`config.mk`:
```
export PLATFORM = sky130hd
export DESIGN_NAME = ram_stream_reader
export DESIGN_NICKNAME = d
export VERILOG_FILES = /design/src/rtl/ram_stream_reader.sv
export SDC_FILE = /design/constraint.sdc
export NUM_CORES = 1
export LEC_CHECK = 0
export CORE_UTILIZATION = 42
export DETAILED_ROUTE_END_ITERATION = 8
export GPL_ROUTABILITY_DRIVEN = 0
export PLACE_DENSITY = 0.75
export SYNTH_ARGS = -nofsm -noshare
export SYNTH_HDL_FRONTEND = slang
export SYNTH_SLANG_ARGS = --single-unit
export TNS_END_PERCENT = 50
```
`constraint.sdc`:
```
create_clock -name clk -period 3.7 [get_ports clk]
set_input_delay 0.74 -clock clk [delete_from_list [all_inputs] [get_ports clk]]
set_output_delay 0.74 -clock clk [all_outputs]
set_load 0.01 [all_outputs]
```
`src/rtl/ram_stream_reader.sv`:
```
// Streams a run of words out of a synchronous-read single-port RAM onto a
// valid/ready interface, with a 2-entry skid FIFO to absorb the RAM latency.
module ram_stream_reader #(
    parameter int ADDR_W = 4,
    parameter int DATA_W = 32
) (
    input  logic              clk,
    input  logic              rstn,
    input  logic              start,
    input  logic [ADDR_W-1:0] base,
    input  logic [ADDR_W:0]   len,
    output logic              busy,
    output logic              done,
    output logic              mem_we,
    output logic [ADDR_W-1:0] mem_addr,
    output logic [DATA_W-1:0] mem_di,
    input  logic [DATA_W-1:0] mem_dout,
    output logic              out_valid,
    output logic [DATA_W-1:0] out_data,
    output logic              out_last,
    input  logic              out_ready
);

    typedef enum logic [1:0] {
        S_IDLE  = 2'd0,
        S_READ  = 2'd1,
        S_DRAIN = 2'd2,
        S_FIN   = 2'd3
    } state_t;

    localparam logic [ADDR_W:0]   CNT_ONE  = {{ADDR_W{1'b0}}, 1'b1};
    localparam logic [ADDR_W-1:0] ADDR_ONE = {{(ADDR_W-1){1'b0}}, 1'b1};

    state_t            r_state;
    state_t            w_next_state;
    logic              r_busy;
    logic              r_done;
    logic              w_busy_nxt;
    logic              w_done_nxt;
    logic [ADDR_W-1:0] r_mem_addr;
    logic [ADDR_W:0]   r_iss_cnt;
    logic [ADDR_W:0]   r_out_cnt;
    logic              r_pend;
    logic [DATA_W-1:0] r_fifo [2];
    logic              r_wr_ptr;
    logic              r_rd_ptr;
    logic [1:0]        r_occ;
    logic              w_accept;
    logic              w_pop;
    logic              w_issue;
    logic [2:0]        w_level;

    assign w_accept  = (r_state == S_IDLE) && start && (len != '0);
    assign out_valid = (r_occ != 2'd0);
    assign out_data  = r_fifo[r_rd_ptr];
    assign out_last  = out_valid && (r_out_cnt == CNT_ONE);
    assign w_pop     = out_valid && out_ready;
    // Words in flight after this edge; issuing is allowed only if that leaves room for one more.
    assign w_level   = {1'b0, r_occ} + {2'b00, r_pend} - {2'b00, w_pop};
    assign w_issue   = (r_state == S_READ) && (r_iss_cnt != '0) && (w_level <= 3'd1);

    assign busy     = r_busy;
    assign done     = r_done;
    assign mem_we   = 1'b0;
    assign mem_di   = {DATA_W{1'b0}};
    assign mem_addr = r_mem_addr;

    // State register plus registered busy/done flags decoded from the next state.
    always_ff @(posedge clk or negedge rstn) begin
        if (!rstn) begin
            r_state <= S_IDLE;
            r_busy  <= 1'b0;
            r_done  <= 1'b0;
        end else begin
            r_state <= w_next_state;
            r_busy  <= w_busy_nxt;
            r_done  <= w_done_nxt;
        end
    end

    // Next-state logic.
    always_comb begin
        w_next_state = r_state;
        case (r_state)
            S_IDLE: begin
                if (start) begin
                    w_next_state = (len == '0) ? S_FIN : S_READ;
                end else begin
                    w_next_state = S_IDLE;
                end
            end
            S_READ: begin
                if (w_issue && (r_iss_cnt == CNT_ONE)) begin
                    w_next_state = S_DRAIN;
                end else begin
                    w_next_state = S_READ;
                end
            end
            S_DRAIN: begin
                if (w_pop && out_last) begin
                    w_next_state = S_FIN;
                end else begin
                    w_next_state = S_DRAIN;
                end
            end
            S_FIN:   w_next_state = S_IDLE;
            default: w_next_state = S_IDLE;
        endcase
    end

    // Output decode for the state being entered.
    always_comb begin
        w_busy_nxt = 1'b0;
        w_done_nxt = 1'b0;
        case (w_next_state)
            S_READ:  w_busy_nxt = 1'b1;
            S_DRAIN: w_busy_nxt = 1'b1;
            S_FIN:   w_done_nxt = 1'b1;
            default: begin
                w_busy_nxt = 1'b0;
                w_done_nxt = 1'b0;
            end
        endcase
    end

    // Address and issue/output counters.
    always_ff @(posedge clk or negedge rstn) begin
        if (!rstn) begin
            r_mem_addr <= '0;
            r_iss_cnt  <= '0;
            r_out_cnt  <= '0;
            r_pend     <= 1'b0;
        end else begin
            r_pend <= w_issue;
            if (w_accept) begin
                r_mem_addr <= base;
                r_iss_cnt  <= len;
                r_out_cnt  <= len;
            end else begin
                if (w_issue) begin
                    r_mem_addr <= r_mem_addr + ADDR_ONE;
                    r_iss_cnt  <= r_iss_cnt - CNT_ONE;
                end
                if (w_pop) begin
                    r_out_cnt <= r_out_cnt - CNT_ONE;
                end
            end
        end
    end

    // Two-entry FIFO: RAM data lands one cycle after its issue.
    always_ff @(posedge clk or negedge rstn) begin
        if (!rstn) begin
            r_fifo[0] <= '0;
            r_fifo[1] <= '0;
            r_wr_ptr  <= 1'b0;
            r_rd_ptr  <= 1'b0;
            r_occ     <= 2'd0;
        end else begin
            if (r_pend) begin
                r_fifo[r_wr_ptr] <= mem_dout;
                r_wr_ptr         <= ~r_wr_ptr;
            end
            if (w_pop) begin
                r_rd_ptr <= ~r_rd_ptr;
            end
            case ({r_pend, w_pop})
                2'b10:   r_occ <= r_occ + 2'd1;
                2'b01:   r_occ <= r_occ - 2'd1;
                default: r_occ <= r_occ;
            endcase
        end
    end

endmodule

```
==> impl_metrics.csv, run 1 <==
group,metric,value,unit
critical_path,cp_data_required_time,3.93,ns
critical_path,startpoint_type,"primary input",
sta,grt_setup_unrepaired,"false",
sta,skew,0.01440,ns
floorplanning,ios,118,
sta,final_max_slew_viol_count,0,
yosys,muxShareOfSynthArea,0.2591,
drt,drtIter0Drc,48,
pwr,p_per_area,955.4,nW/um^2
yosys,synth-xor-area-share,0.02244,
sta,fin_tns_setup,0,ns
yosys,synthSimpleGateAreaFrac,0.05800,
clock_network,post-cts-setup-buffer-count,0,
yosys,ys_types,45,
critical_path,crit_arrival,3.39,ns
sta,relSlewSlack,0.2618,
pwr,ir_worst_vdd,526.2,uV
run,cap_violations,0,
floorplanning,fp.dieW,103.1,um
floorplanning,core.rowCount,36,
sta,timing.final.crit_period,3.166,ns
run_status,outcome,"finished, final reports clean",
pwr,p_leak,2.273,nW
cells_and_area,final_nets,468,
clock_network,cts.clk_slew.worst_paths,0.09,ns
clock_network,clkLatencyLatePin,0.35,ns
cells_and_area,final_common_cell,"mux2_2",
critical_path,critPathCaptureType,"flip-flop",
placement,dpl_worst_slack,0.1717,ns
grt,first_global_vias,2742,
clock_network,clock-sinks,87,
floorplanning,core_area,9819,um^2
drt,final_antenna_net_count,0,
cells_and_area,antenna_cells,0,
sta,worst_pin_slew,1.107,ns
drt,m1WireLength,3471,um
sta,hold_viol_final,0,
yosys,synth-main-ff-cell,"dfrtp_1",
drt,dr_wl_met2,4110,um
sta,min_period_over_period,0.8557,
critical_path,critPathMaxFanout,5,
sta,setup_ws,0.5340,ns
grt,grtUsageTotal,0.1618,
worst_hold_path,hp-class,"reg -> reg",
yosys,synthAdderAreaFrac,0.02798,
placement,place_hpwl,5472,um
drt,route.vias.total,2704,
cells_and_area,area.growth.synth_to_final,24.40,%
cells_and_area,layout-drive-gt1-share,0.2950,
clock_network,cts_tree,"yes",
grt,grt_overflow,0,
grt,grt_pass1_wl,12940,um
yosys,synth.area.top_cells,"dfrtp_1 (51%), mux2_2 (25%), buf_4 (5.8%)",
grt,grt_max_degree,88,
clock_network,hold_buffers,0,
yosys,seq_area_frac_synth,0.5071,
grt,antenna_found_initial,0,
drt,highest_layer,"met4",
clock_network,cts_made_buffers,9,
cells_and_area,mostFrequentLayoutCells,"mux2_2 (95), dfrtp_1 (87), clkdlybuf4s50_1 (83), conb_1 (33), nor2_1 (15)",
drt,drc_errors,0,
drt,wire_per_inst,14.71,um
yosys,syn_inst,330,
drt,totalWireLength,8091,um
placement,portBuffers,84,
clock_network,cts_htree_levels,3,
sta,finalSetupViolations,0,
sta,timing.fmax,0.3159,GHz
floorplanning,die_y,103.1,um
yosys,yosys_warnings,0,
yosys,synth_top_family_by_area,"multiplexers",
yosys,synth-edff-count,0,
clock_network,ctsLongestPathBuffers,2,
yosys,synth_top_area_cell,"dfrtp_1",
drt,dr_wl_met3,461,um
floorplanning,die-area,10630,um^2
yosys,synth_seq_cells,87,
floorplanning,initial_core_util,0.4372,
sta,timing.hold.ws,0.5027,ns
yosys,synth_top_area_frac,0.5071,
yosys,syn_avg_cell_area,13.01,um^2
yosys,synthArstFlopShare,1.000,
yosys,synth_area,4293,um^2
clock_network,clockRootBuffer,"clkbuf_8",
critical_path,crit_type,"in -> reg",
clock_network,cts_resized,0,
drt,drt_pass1_iterations,4,
yosys,synth_compound_area_frac,0.04197,
drt,viasPerCell,4.916,
==> cells by family after synthesis <==
family,after synthesis
buffers and inverters,53
adders and majority gates,9
xor gates and xnor gates,11
AOI/OAI and AO/OA,25
other,1
muxes,99
DFF,87
and+or+nand+nor,45
==> stage by stage <==
step | power (mW) | utilization | instance area, um^2 | cells
global placement | 4.384 | 0.5236 | 5141 | 536
CTS | 5.176 | 0.5438 | 5340 | 550
finish | 5.102 | 0.5438 | 5340 | 550
global route | 5.498 | 0.5438 | 5340 | 550
floorplan | 3.491 | - | 4413 | 362
detailed placement | 4.464 | 0.5236 | 5141 | 536
==> cells in the mapped netlist, types with 2 or more instances <==
cell      number
a21o_1         2
a21oi_1        3
a221o_1        3
a22o_1         3
buf_1          3
buf_2          3
buf_4         33
buf_6          3
clkbuf_1       5
dfrtp_1       87
ha_1           8
inv_1          5
mux2_1         2
mux2_2        95
mux2i_1        2
nand2_1        8
nand3b_1       2
nor2_1        15
nor2b_1        2
nor3_1         2
nor4b_1        2
o21ai_0        9
or2_2          2
xnor2_1        6
xor2_1         5
==> sequential cells by signal, indices dropped and copies added, names as in the netlist <==
name       count
r_pend         1
r_wr_ptr       1
busy           1
mem_addr       4
done           1
r_iss_cnt      5
r_state        2
r_rd_ptr       1
r_out_cnt      5
r_occ          2
r_fifo        64
==> path summary, 6_finish.rpt <==
| path | slack, ns | to | startpoint | cells past startpoint |
|---|---|---|---|---|
| max in group asynchronous | 2.37 | r_fifo[0]$_DFFE_PN0P_ | rstn | 1 |
| setup / recovery | 0.53 | mem_addr[1]$_DFFE_PN0P_ | out_ready | 12 |
| hold reg to reg | 0.50 | r_fifo[31]$_DFFE_PN0P_ | r_fifo[31]$_DFFE_PN0P_ | 1 |
| min in group asynchronous | 0.58 | r_fifo[59]$_DFFE_PN0P_ | rstn | 1 |
| setup reg to reg | 0.92 | mem_addr[1]$_DFFE_PN0P_ | r_occ[1]$_DFFE_PN0P_ | 11 |
| hold / removal | 0.50 | r_fifo[31]$_DFFE_PN0P_ | r_fifo[31]$_DFFE_PN0P_ | 1 |
==> report_power, final <==
group	total, mW	switching [mW]	leakage [nW]	internal (mW)
clock network	0.691	0.321	0.105	0.370
registers	1.77	0.329	1.03	1.45
logic	2.64	1.04	1.14	1.59
total	5.10	1.69	2.27	3.41
==> critical path, stage by stage <==
cell and delay, ns:
clkdlybuf4s50_1 0.55, o21ai_2 0.08, nor2_1 0.16, or2_2 0.16
ha_1 0.14, inv_1 0.05, fa_1 0.50, nand3b_1 0.13
or3_1 0.44, buf_4 0.18, mux2i_1 0.17, o21ai_0 0.10
==> layout make-up <==
cell class | instances | area [um^2]
flip-flops and latches | 87 | 2177
multi-input cells | 222 | 1889
fillers | 900 | 4479
inverters | 6 | 27.53
repair buffers | 88 | 880.8
well taps | 133 | 166.4
clock buffers | 9 | 123.9
clock inverters | 5 | 75.07
==> layer usage <==
metal | global-route usage | up-vias
li1 | - | 1251
met1 | 0.1957 | 1358
met2 | 0.2851 | 90
met3 | 0.04339 | 5
met4 | 0.04225 | 0
met5 | 0 | -
(Power assumes the default switching activity.)
==> run 2, diff against run 1 <==
--- a/config.mk
+++ b/config.mk
@@ -5,10 +5,11 @@
 export SDC_FILE = /design/constraint.sdc
 export NUM_CORES = 1
 export LEC_CHECK = 0
+export ABC_AREA = 1
 export CORE_UTILIZATION = 42
 export DETAILED_ROUTE_END_ITERATION = 8
 export GPL_ROUTABILITY_DRIVEN = 0
-export PLACE_DENSITY = 0.75
+export PLACE_DENSITY = 0.74
 export SYNTH_ARGS = -nofsm -noshare
 export SYNTH_HDL_FRONTEND = slang
 export SYNTH_SLANG_ARGS = --single-unit
==> impl_metrics.csv, run 2 <==
group,metric,value,unit
run_status,outcome,"finished, final reports clean",
grt,antenna_found_initial,0,
pwr,totalPowerFinal,4.975,mW
critical_path,cpPeakStageDelay,0.54,ns
yosys,seq_area_frac_synth,0.4739,
run,cap_violations,0,
yosys,syn_inst,560,
cells_and_area,mostFrequentLayoutCells,"nand2_1 (208), dfrtp_1 (87), clkdlybuf4s50_1 (83), inv_1 (53)",
grt,first_global_vias,3510,
pwr,switching_share,0.4160,
yosys,synth_top_area_cell,"dfrtp_1",
yosys,synth_top_area_frac,0.4739,
sta,finalSetupViolations,0,
clock_network,cts_resized,0,
placement,place_hpwl,6619,um
pwr,ir_worst_vdd,342.4,uV
sta,timing.fmax,0.3323,GHz
pwr,power.internal,2.905,mW
critical_path,cpMaxStageDelayCell,"clkdlybuf4s50_1",
sta,grt_setup_unrepaired,"false",
drt,drt_pass1_iterations,5,
pwr,power_frac_clock,0.140,
clock_network,cts.clk_slew.worst_paths,0.09,ns
cells_and_area,reg_top3,"r_fifo: 64 flops, r_iss_cnt: 5 flops, r_out_cnt: 5 flops",
yosys,synth-main-ff-cell,"dfrtp_1",
clock_network,post-cts-setup-buffer-count,0,
drt,wire_per_inst,12.37,um
critical_path,worstPathCellList,"clkdlybuf4s50_1 > inv_1 > nor2_4 > nand2_1 > o21ai_2 > ha_1 > inv_1 > fa_1 > nand3_1 > nor2_4 > nand3_1 > nand3_1 > nand2_1 > ha_1",
pwr,seqPwrFrac,0.346,
cells_and_area,final_common_cell,"nand2_1",
clock_network,clockRootBuffer,"clkbuf_8",
yosys,synth_most_common_cell,"nand2_1",
drt,drc_errors,0,
clock_network,cts_tree,"yes",
pwr,p_leak,2.883,nW
sta,timing.hold.ws,0.4866,ns
sta,relSlewSlack,0.2821,
critical_path,r2r_setup_slack,1.13,ns
floorplanning,ios,118,
clock_network,cts_htree_levels,3,
sta,hold_viol_final,0,
floorplanning,fp.dieW,106.6,um
critical_path,crit_type,"in -> reg",
clock_network,hold_buffers,0,
yosys,syn_avg_cell_area,8.204,um^2
floorplanning,die-area,11360,um^2
cells_and_area,area.growth.synth_to_final,21.32,%
clock_network,cts_made_buffers,9,
drt,viasPerCell,4.716,
clock_network,ctsLongestPathBuffers,2,
critical_path,cpMostUsedCell,"nand3_1",
cells_and_area,antenna_cells,0,
sta,timing.final.crit_period,3.009,ns
drt,totalWireLength,9611,um
floorplanning,core_area,10460,um^2
floorplanning,initial_core_util,0.4391,
yosys,synth_seq_cells,87,
cells_and_area,top_register,"r_fifo",
grt,grt_max_degree,88,
drt,drtIter0Drc,209,
pwr,combPwrFrac,0.514,
yosys,synthTopCellsByCount,"nand2_1 (209), dfrtp_1 (87), inv_1 (53), buf_4 (34)",
critical_path,critPathCaptureType,"flip-flop",
sta,fin_tns_setup,0,ns
cells_and_area,final_nets,690,
sta,worst_pin_slew,1.077,ns
yosys,ys_types,28,
critical_path,r2r_cells,13,
clock_network,clkLatencyLatePin,0.36,ns
grt,grtUsageTotal,0.1783,
cells_and_area,largest_reg_flops,64,
grt,grt_pass1_wl,16140,um
sta,skew,0.01037,ns
sta,final_max_slew_viol_count,0,
drt,final_antenna_net_count,0,
clock_network,clock-sinks,87,
critical_path,critPathMaxFanout,8,
yosys,synth_area,4594,um^2
pwr,netSwitchingPower,2.070,mW
worst_hold_path,hold_depth,2,
sta,min_period_over_period,0.8132,
yosys,synth.area.top_cells,"dfrtp_1 (47%), nand2_1 (17%), buf_4 (5.6%)",
critical_path,startpoint_type,"primary input",
grt,grt_overflow,0,
pwr,p_per_area,892.4,nW/um^2
yosys,synth-edff-count,0,
drt,route.vias.total,3664,
worst_hold_path,hp-class,"reg -> reg",
critical_path,cp_data_required_time,3.95,ns
cells_and_area,layout-drive-gt1-share,0.1045,
critical_path,crit_arrival,3.26,ns
floorplanning,core.rowCount,37,
yosys,yosys_warnings,0,
floorplanning,die_y,106.6,um
yosys,synthArstFlopShare,1.000,
placement,portBuffers,84,
==> run 2: cell types whose count changed after synthesis, moves of 4 or more <==
cell / before / now
buf_6: 3 / 7
clkbuf_1: 5 / 13
inv_1: 5 / 53
mux2_2: 95 / 0
nand2_1: 8 / 209
nand3_1: 1 / 33
nand3_2: 0 / 9
o21ai_0: 9 / 33
o21ai_1: 0 / 9
o21ai_2: 1 / 24
xnor2_1: 6 / 0
==> run 2: through the flow <==
step,instance area (um^2),utilization,setup WS [ns],instances
floorplan,4715,-,0.9627,592
CTS,5574,0.5328,0.6844,777
global route,5574,0.5328,0.5133,777
global placement,5360,0.5123,0.3867,761
finish,5574,0.5328,0.6911,777
detailed placement,5360,0.5123,0.2944,761
==> run 2: area by class of cell <==
cell class                 count  area, um^2
tap                          136       170.2
timing repair buffer          89       875.8
inverter                      56       210.2
multi-input combinational    393        1927
fill                        1014        4888
clock inverter                 6       76.32
sequential                    87        2177
clock buffer                  10       137.6
==> run 2: path summary, 6_finish.rpt <==
check | from | to
max | out_ready | busy$_DFF_PN0_
min | r_fifo[43]$_DFFE_PN0P_ | r_fifo[43]$_DFFE_PN0P_
max reg2reg | r_occ[1]$_DFFE_PN0P_ | busy$_DFF_PN0_
min reg2reg | r_fifo[43]$_DFFE_PN0P_ | r_fifo[43]$_DFFE_PN0P_
max in group asynchronous | rstn | r_out_cnt[0]$_DFFE_PN0P_
min in group asynchronous | rstn | r_fifo[6]$_DFFE_PN0P_
==> run 2: worst max-delay path, delay by kind of cell <==
| kind | cells | cell delay (ns) |
|---|---|---|
| AOI/OAI and AO/OA | 1 | 0.08 |
| adders and majority gates | 3 | 0.91 |
| buffers and inverters | 3 | 0.68 |
| and+or+nand+nor | 7 | 0.83 |
==> run 2: kinds of logic after synthesis <==
family,Yosys count,share of synthesized area
simple gates,279,0.2636
buf+inv,112,0.1334
flops,87,0.4739
compound gates,67,0.09259
fa+ha+maj,9,0.02614
xor+xnor,5,0.009531
other cells,1,0.0008162
==> run 2: routing by layer <==
layer | global-route usage | share of wire | wire length [um]
met1 | 0.2278 | 0.43 | 4179
met2 | 0.3074 | 0.50 | 4833
met3 | 0.03769 | 0.052 | 500
met4 | 0.04501 | 0.010 | 98
met5 | 0 | 0 | 0
==> run 2: power groups by stage <==
stage	Clock, mW	Combinational, mW	Sequential, mW
after floorplan	0	1.72	1.67
after global placement	0	2.50	1.71
after detailed placement	0	2.59	1.74
after CTS	0.719	2.60	1.72
after global routing	0.758	2.90	1.78
final	0.697	2.55	1.72
==> run 3, diff against run 2 <==
--- a/config.mk
+++ b/config.mk
@@ -9,7 +9,7 @@
 export CORE_UTILIZATION = 42
 export DETAILED_ROUTE_END_ITERATION = 8
 export GPL_ROUTABILITY_DRIVEN = 0
-export PLACE_DENSITY = 0.74
+export PLACE_DENSITY = 0.77
 export SYNTH_ARGS = -nofsm -noshare
 export SYNTH_HDL_FRONTEND = slang
 export SYNTH_SLANG_ARGS = --single-unit
==> constraint.sdc (replaced) <==
create_clock -name clk -period 2.7 [get_ports clk]
set_input_delay 0.54 -clock clk [delete_from_list [all_inputs] [get_ports clk]]
set_output_delay 0.54 -clock clk [all_outputs]
set_load 0.01 [all_outputs]
==> impl_metrics.csv, run 3 (synthesis results as in run 2) <==
group,metric,value,unit
critical_path,worstPathCellList,"inv_1 > buf_4 > nand2_1 > nand2_1 > clkdlybuf4s50_1",
grt,grt_overflow,0,
critical_path,critPathMaxFanout,13,
sta,final_max_slew_viol_count,0,
cells_and_area,top_register,"r_fifo",
sta,relSlewSlack,0.3020,
clock_network,cts_htree_levels,3,
clock_network,cts_tree,"yes",
pwr,ir_worst_vdd,572.1,uV
floorplanning,core_area,10460,um^2
drt,drt_pass1_iterations,4,
clock_network,cts.clk_slew.worst_paths,0.08,ns
cells_and_area,final_common_cell,"nand2_1",
critical_path,crit_arrival,2.01,ns
critical_path,crit_type,"reg -> out",
grt,first_global_vias,3567,
drt,wire_per_inst,12.60,um
drt,drc_errors,0,
clock_network,clkLatencyLatePin,0.36,ns
pwr,p_leak,2.933,nW
clock_network,ctsLongestPathBuffers,2,
sta,min_period_over_period,0.9451,
cells_and_area,final_nets,698,
clock_network,hold_buffers,0,
cells_and_area,mostFrequentLayoutCells,"nand2_1 (207), dfrtp_1 (87), clkdlybuf4s50_1 (83), inv_1 (53)",
critical_path,cpMaxStageDelayCell,"clkdlybuf4s50_1",
sta,worst_pin_slew,1.043,ns
placement,portBuffers,84,
run,cap_violations,0,
clock_network,clock-sinks,87,
drt,final_antenna_net_count,0,
placement,dp.cells,768,
critical_path,cpMostUsedCell,"nand2_1",
run_status,outcome,"finished, final reports clean",
sta,finalSetupViolations,0,
cells_and_area,n_fill_cell,973,
worst_hold_path,hp-class,"in -> async",
sta,timing.final.crit_period,2.552,ns
drt,viasPerCell,4.746,
drt,route.vias.total,3721,
floorplanning,die_y,106.6,um
sta,timing.fmax,0.3919,GHz
critical_path,startpoint_type,"flip-flop",
critical_path,cp_data_required_time,2.16,ns
cells_and_area,largest_reg_flops,64,
grt,grt_max_degree,65,
cells_and_area,layout-drive-gt1-share,0.1204,
grt,antenna_found_initial,0,
sta,grt_setup_unrepaired,"false",
grt,grt_pass1_wl,16420,um
cells_and_area,area.growth.synth_to_final,23.28,%
grt,grtUsageTotal,0.1837,
critical_path,cpPeakStageDelay,0.55,ns
floorplanning,ios,118,
cells_and_area,antenna_cells,0,
floorplanning,fp.dieW,106.6,um
critical_path,startpoint,"r_rd_ptr$_DFFE_PN0P_",
drt,totalWireLength,9879,um
placement,place_hpwl,6968,um
clock_network,clockRootBuffer,"clkbuf_8",
sta,fin_tns_setup,0,ns
sta,hold_viol_final,0,
clock_network,cts_made_buffers,9,
critical_path,critPathCaptureType,"primary output",
critical_path,cpLargestDelayFamily,"buffers and inverters",
critical_path,cp_num_buf_inv,3,
floorplanning,initial_core_util,0.4391,
critical_path,r2r-start,"r_occ[1]$_DFFE_PN0P_",
floorplanning,die-area,11360,um^2
cells_and_area,reg_top3,"r_fifo: 64 flops, r_iss_cnt: 5 flops, r_out_cnt: 5 flops",
cells_and_area,final-instance-count-excl-fill,784,
sta,skew,0.006683,ns
pwr,p_per_area,1232,nW/um^2
drt,drtIter0Drc,174,
floorplanning,core.rowCount,37,
## run 3: changes by cell type in the layout (fill, tap and decap cells not counted), sizes merged
cell,change
inv,-3
bufinv,+1
buf,+8
clkbuf,+1
## run 3: path summary, 6_finish.rpt
check                                                end  slack [ns]  depth (start not counted)
worst max-delay path                        out_data[12]        0.15                          5
worst min-delay path              r_fifo[34]$_DFFE_PN0P_        0.14                          1
worst max register to register   mem_addr[2]$_DFFE_PN0P_        0.31                         15
worst min register to register    r_fifo[43]$_DFFE_PN0P_        0.49                          2
max in group asynchronous       r_iss_cnt[2]$_DFFE_PN0P_        1.92                          2
min in group clk                  r_fifo[43]$_DFFE_PN0P_        0.49                          2
## run 3: worst reg2reg max path, cell delays in order (launching register included)
cell and delay, ns:
dfrtp_1 0.49, nor2_1 0.12, nor2_4 0.11, nand2_2 0.07
o21ai_2 0.07, ha_2 0.18, inv_1 0.04, fa_1 0.38
inv_1 0.06, nand2_1 0.05, nand2_1 0.11, nor2_4 0.06
nand2_2 0.25, nand2_1 0.15, nand2_1 0.10, nand2_1 0.05
## run 3: routing by layer
layer  part of all wire  vias to the layer above  global-route usage
met5                  0                        -                   0
met1               0.44                     1757              0.2376
met2               0.50                      110              0.3083
met4              0.019                        0             0.07436
li1                   -                     1839                   -
met3              0.042                       15             0.02796
## run 3: stage by stage
stage	power [mW]	setup slack (ns)	hold slack (ns)	cell area, um^2	util
after floorplan	4.649	0.1627	0.2444	4715	-
after global placement	5.827	-0.2029	0.4636	5425	0.5185
after detailed placement	6.007	-0.2961	0.4680	5425	0.5185
after CTS	7.005	0.08297	0.1618	5637	0.5387
after global routing	7.570	0.02178	0.1869	5664	0.5414
final	6.980	0.1482	0.1419	5664	0.5414
## run 3: power breakdown
group	internal, mW	switching, mW	leakage (nW)
logic	1.64	1.98	1.75
registers	1.95	0.426	1.07
clock network	0.539	0.450	0.109
## run 3: repair_timing
| action | in CTS | in global routing |
|---|---|---|
| setup buffers | 0 | 1 |
| setup endpoints to repair | 0 | 8 |
| endpoints found under the hold margin | 0 | 0 |
| gates resized for setup | 0 | 5 |
## run 3: layout make-up
cell class	instances	area, um^2	share of cell area
clock buffers	11	141.4	0.02496
clock inverters	4	70.07	0.01237
inverters	56	210.2	0.03711
multi-input cells	393	1947	0.3437
flip-flops and latches	87	2177	0.3844
well taps	136	170.2	0.03004
repair buffers	97	948.4	0.1674
